## src/rtl/dm_access_stage.sv

```systemverilog
// Data-memory access stage: turns ld/st held in DM into req/ack bus transactions and freezes the pipe meanwhile.
// Optional DM_TIMEOUT_EN adds a bounded ACCESS wait that completes with ERR_DATA and a dm_err pulse.
module dm_access_stage #(
  parameter int          ADDR_W   = 12,
  parameter int          TIMEOUT  = 255,
  parameter logic [31:0] ERR_DATA = 32'hDEADBEEF
) (
  input  logic              clk,
  input  logic              rst_n,
  input  logic              valid_DM,
  input  logic              is_Ld_DM,
  input  logic              is_St_DM,
  input  logic [31:0]       aluResult_DM,
  input  logic [31:0]       op2_DM,
  output logic              stall_DM,
  output logic [31:0]       DMResult_DM,
  output logic              dm_err,
  output logic              mem_req,
  output logic              mem_we,
  output logic [ADDR_W-1:0] mem_addr,
  output logic [31:0]       mem_wdata,
  input  logic [31:0]       mem_rdata,
  input  logic              mem_ack
);

  typedef enum logic [1:0] {IDLE, ACCESS, DONE} state_e;

  state_e            state_q;
  logic              memReq_q;
  logic              memWe_q;
  logic [ADDR_W-1:0] memAddr_q;
  logic [31:0]       memWdata_q;
  logic [31:0]       result_q;
  logic              acc;
  logic              isStore;
  logic              unusedAddrBits;

  assign acc            = valid_DM & (is_Ld_DM | is_St_DM);
  assign isStore        = is_St_DM & ~is_Ld_DM;
  assign unusedAddrBits = ^aluResult_DM;

  // DONE releases the stall for one cycle so the finished instruction moves on to DM/WB.
  assign stall_DM = rst_n & ((state_q == IDLE) ? acc : (state_q == ACCESS));

`ifdef DM_TIMEOUT_EN
  localparam int CNT_W = $clog2(TIMEOUT + 1);
  logic [CNT_W-1:0] cnt_q;
  logic             dmErr_q;
  logic             expire;

  assign expire = (cnt_q == CNT_W'(TIMEOUT - 1));
  assign dm_err = dmErr_q;
`else
  logic [31:0] unusedCfg;

  assign unusedCfg = ERR_DATA ^ 32'(TIMEOUT);
  assign dm_err    = 1'b0;
`endif

  always_ff @(posedge clk or negedge rst_n) begin
    if (!rst_n) begin
      state_q    <= IDLE;
      memReq_q   <= 1'b0;
      memWe_q    <= 1'b0;
      memAddr_q  <= '0;
      memWdata_q <= '0;
      result_q   <= '0;
`ifdef DM_TIMEOUT_EN
      cnt_q      <= '0;
      dmErr_q    <= 1'b0;
`endif
    end else begin
`ifdef DM_TIMEOUT_EN
      dmErr_q <= 1'b0;
`endif
      case (state_q)
        IDLE: begin
          if (acc) begin
            memReq_q   <= 1'b1;
            memWe_q    <= isStore;
            memAddr_q  <= aluResult_DM[ADDR_W+1:2];
            memWdata_q <= op2_DM;
`ifdef DM_TIMEOUT_EN
            cnt_q      <= '0;
`endif
            state_q    <= ACCESS;
          end
        end
        ACCESS: begin
          // An ack coinciding with expiry takes priority and completes normally.
          if (mem_ack) begin
            memReq_q <= 1'b0;
            if (!memWe_q) begin
              result_q <= mem_rdata;
            end
            state_q <= DONE;
          end
`ifdef DM_TIMEOUT_EN
          else if (expire) begin
            memReq_q <= 1'b0;
            if (!memWe_q) begin
              result_q <= ERR_DATA;
            end
            dmErr_q <= 1'b1;
            state_q <= DONE;
          end else begin
            cnt_q <= cnt_q + 1'b1;
          end
`endif
        end
        DONE: begin
          state_q <= IDLE;
        end
        default: begin
          state_q <= IDLE;
        end
      endcase
    end
  end

  assign mem_req     = memReq_q;
  assign mem_we      = memWe_q;
  assign mem_addr    = memAddr_q;
  assign mem_wdata   = memWdata_q;
  assign DMResult_DM = result_q;

endmodule

```

## config.mk

```make
export PLATFORM = sky130hd
export DESIGN_NAME = dm_access_stage
export DESIGN_NICKNAME = d
export VERILOG_FILES = /design/src/rtl/dm_access_stage.sv
export SDC_FILE = /design/constraint.sdc
export NUM_CORES = 1
export LEC_CHECK = 0
export CAP_MARGIN = 10
export CELL_PAD_IN_SITES_DETAIL_PLACEMENT = 2
export CELL_PAD_IN_SITES_GLOBAL_PLACEMENT = 2
export CORE_MARGIN = 2
export CORE_UTILIZATION = 26
export CTS_CLUSTER_DIAMETER = 40
export DETAILED_ROUTE_END_ITERATION = 10
export HOLD_SLACK_MARGIN = 0.06
export PLACE_DENSITY_LB_ADDON = 0.1
export SYNTH_ARGS = -nofsm -noshare
export SYNTH_HDL_FRONTEND = slang
export SYNTH_SLANG_ARGS = --single-unit
```

## constraint.sdc

```tcl
create_clock -name clk -period 2.2 [get_ports clk]
set_input_delay 0.55 -clock clk [delete_from_list [all_inputs] [get_ports clk]]
set_output_delay 0.55 -clock clk [all_outputs]
set_load 0.02 [all_outputs]
```

==> results.md <==
- Min Hold Slack: approximately 280 ps
- Fmax: around 0.46 GHz
- Number of max-cap violations: 0
- Initial DRC Count: 57
- Mapped Cells: 180
- Vias in the first global route: approximately 2,400
- Layout cells sized above 1: 0.284
- Largest net degree at the start of global routing: 47
- PnR worst setup slack: roughly 7 ps
- Post-Route WL: about 8700 um
- # IOs: ~180
- Measured slew at the worst slew-check pin: 618 ps
- DRC: 0
- Core area: 0.0119 mm^2
- Worst skew pair latency: between 300 and 400 ps
- Worst Reg-to-Reg Cells: 4
- P&R area growth vs syn: 64.7%
- FF+latch area: 0.00200 mm^2
- Top Family by Delay on Critical Path: buffers and inverters
- Final Hold Vio Count: 0
- WL/cell: around 17 um
- Mean Syn Cell Area: 17.5 um^2
- Antenna violations before repair: 0
- Port bufs: 160
- Worst vdd ir: between 0.0006 and 0.0007 V
- Top cell type's share of synthesized area: 0.634
- Period utilisation layout: 0.997
- CTS clk-pin slew, worst paths: 60 ps
- Hold crit path type: input pin to asynchronous set/reset pin
- Syn nets: 282
- Worst clock skew: 3.14 ps
- PwrDens: 1330 mW/mm^2
- # fillers: around 1,200
- Pre-CTS worst setup slack: -390 ps
- Die ar.: between 0.01 and 0.015 mm^2
- Lkg Pwr: around 0.0023 uW
- Vias per std cell: roughly 4.3
- # nets final: roughly 450
- Crit path depth: 5
- Flops & latches, synth: 80
- Worst path arrival time: roughly 1600 ps
- Critical Path RT: ~1700 ps
- Dpl cells: around 490
- Total gr overflow: 0
- Gr usage total: 0.139
- Worst Path Buf+Inv: 2
- CP Cell Sequence: clkdlybuf4s50_1 -> o21a_1 -> nor2_1 -> nor3b_1 -> buf_2
- Clock Path Buffers: 2
- Clk sink count: 80
- Hpwl dp: approximately 6300 um
- Post-Syn Area: 0.00316 mm^2
- CP Capture Type: primary output
- Slew Viols, Final: 0
- CP peak stage delay: between 400 and 500 ps
- CTS tree: built
- Tmin final: ~2200 ps
- Die Y: between 100 and 150 um
- CP Launch Type: input pin
- # rows: 40
- Antenna cells: 0
- CTS Buf Count: 9
- Non-filler instance count after layout: between 400 and 500
- First-pass GRT wire length: roughly 14,000 um
- Root buf cell: clkbuf_16
- Die width: approximately 110 um
- Final GP Congestion: just under 0.7
- CTS Hold Buffers Added: 0
- Post-synthesis sequential area ratio: 0.634
- DRT antenna net count: 0
- Post-synth cell types: 18
- Via Count: ~2,200
- Crit path kind: input pin to primary output
- Number of setup violations in the final report: 0
- YS warnings: 0
- Area of the multi-input gates: between 0.001 and 0.0015 mm^2
- Slew HR: 0.588
- TritonRoute pass-1 iters: 2
- Critical Path Fanout Max: 2
- Leading post-synthesis cells by cell area: dfrtp_1, mux2_2, mux2_4
- Synth area leader: dfrtp_1
- H-tree depth: 3
- Slowest cell on the critical path: clkdlybuf4s50_1
- Initial core utilization: 0.265
- Run status: completed
==> cell usage in the layout, fill, tap and decap left out, types with 2 or more instances in the layout <==
cell type and count:
nand2_1 2, buf_12 2, mux2_1 2, clkbuf_8 2, clkdlybuf4s50_1 156, buf_4 7, dlymetal6s2s_1 2, mux2_2 47
clkbuf_16 9, nor2_1 2, mux2_4 28, dfrtp_1 80
==> cells in the mapped netlist <==
cell type	n
inv_1	1
nor2_1	2
buf_2	1
nand2_1	3
mux2_1	2
mux2_4	28
nand2b_1	1
mux2_2	47
buf_6	7
o21a_1	1
nand3b_4	1
nor2_4	1
buf_4	1
o21ai_0	1
nor2b_1	1
conb_1	1
dfrtp_1	80
nor3b_1	1
==> registers in the layout, indices dropped and copies added (netlist names) <==
register and cells:
mem_we 1, state_q 2, mem_wdata 32, mem_req 1, DMResult_DM 32, mem_addr 12
==> kinds of logic (layout without fill, tap and decap cells) <==
group           count (synthesis)  count (layout)  share of synthesized area
compound gates                  2               2                    0.00396
flops                          80              80                      0.634
simple gates                   10              10                     0.0222
buf+inv                        10             182                     0.0301
other cells                     1               1                    0.00119
mux                            77              77                      0.308
==> routing by layer <==
metal	up-vias	track usage	wire length (um)
li1	956	-	-
met1	1102	0.177	3710
met2	94	0.213	4160
met3	10	0.0651	731
met4	0	0.0415	115
met5	-	0	0
==> where the power goes <==
group / internal [uW] / total, uW / switching (uW) / leakage, uW
sequential: 2080 / 2410 / 325 / 0.000943
clock: 805 / 1360 / 554 / 0.000130
combinational: 1750 / 3130 / 1370 / 0.00119
==> worst register-to-register path, cell delays in order (launching register included) <==
cell and delay [ps]:
dfrtp_1 420, nand3b_4 210, nor2_4 120, buf_12 210
mux2_2 380
==> final timing paths <==
path	slack, ps	to	startpoint
setup / recovery	7	stall_DM	valid_DM
min in group clk	490	mem_req	mem_req
hold / removal	280	DMResult_DM[9]	rst_n
hold reg to reg	490	mem_req	mem_req
setup reg to reg	750	DMResult_DM[19]	state_q[1]
max in group asynchronous	910	DMResult_DM[12]	rst_n
==> area by class of cell <==
type / count / area share
clock buffer: 12 / 0.0494
sequential: 80 / 0.385
multi-input combinational: 90 / 0.204
clock inverter: 1 / 0.000963
inverter: 1 / 0.000722
timing repair buffer: 168 / 0.324
tap: 147 / 0.0354
==> per-stage QoR <==
step	setup TNS, ps	total power (uW)	util	cell area [um^2]
4_1_cts	0	7040	0.435	5180
2_1_floorplan	0	3970	-	3160
3_3_place_gp	-358	5540	0.414	4930
6_report	0	6890	0.436	5200
5_1_grt	-91.8	7290	0.436	5200
3_5_place_dp	-390	5610	0.414	4930
==> timing repair <==
item / in CTS / in global routing
setup endpoints to repair: 1 / 1
pin swaps: 0 / 2
gates cloned: 0 / 0
buffers inserted: 0 / 1
gates resized for setup: 5 / 2
Power figures use the tool's default switching activity.
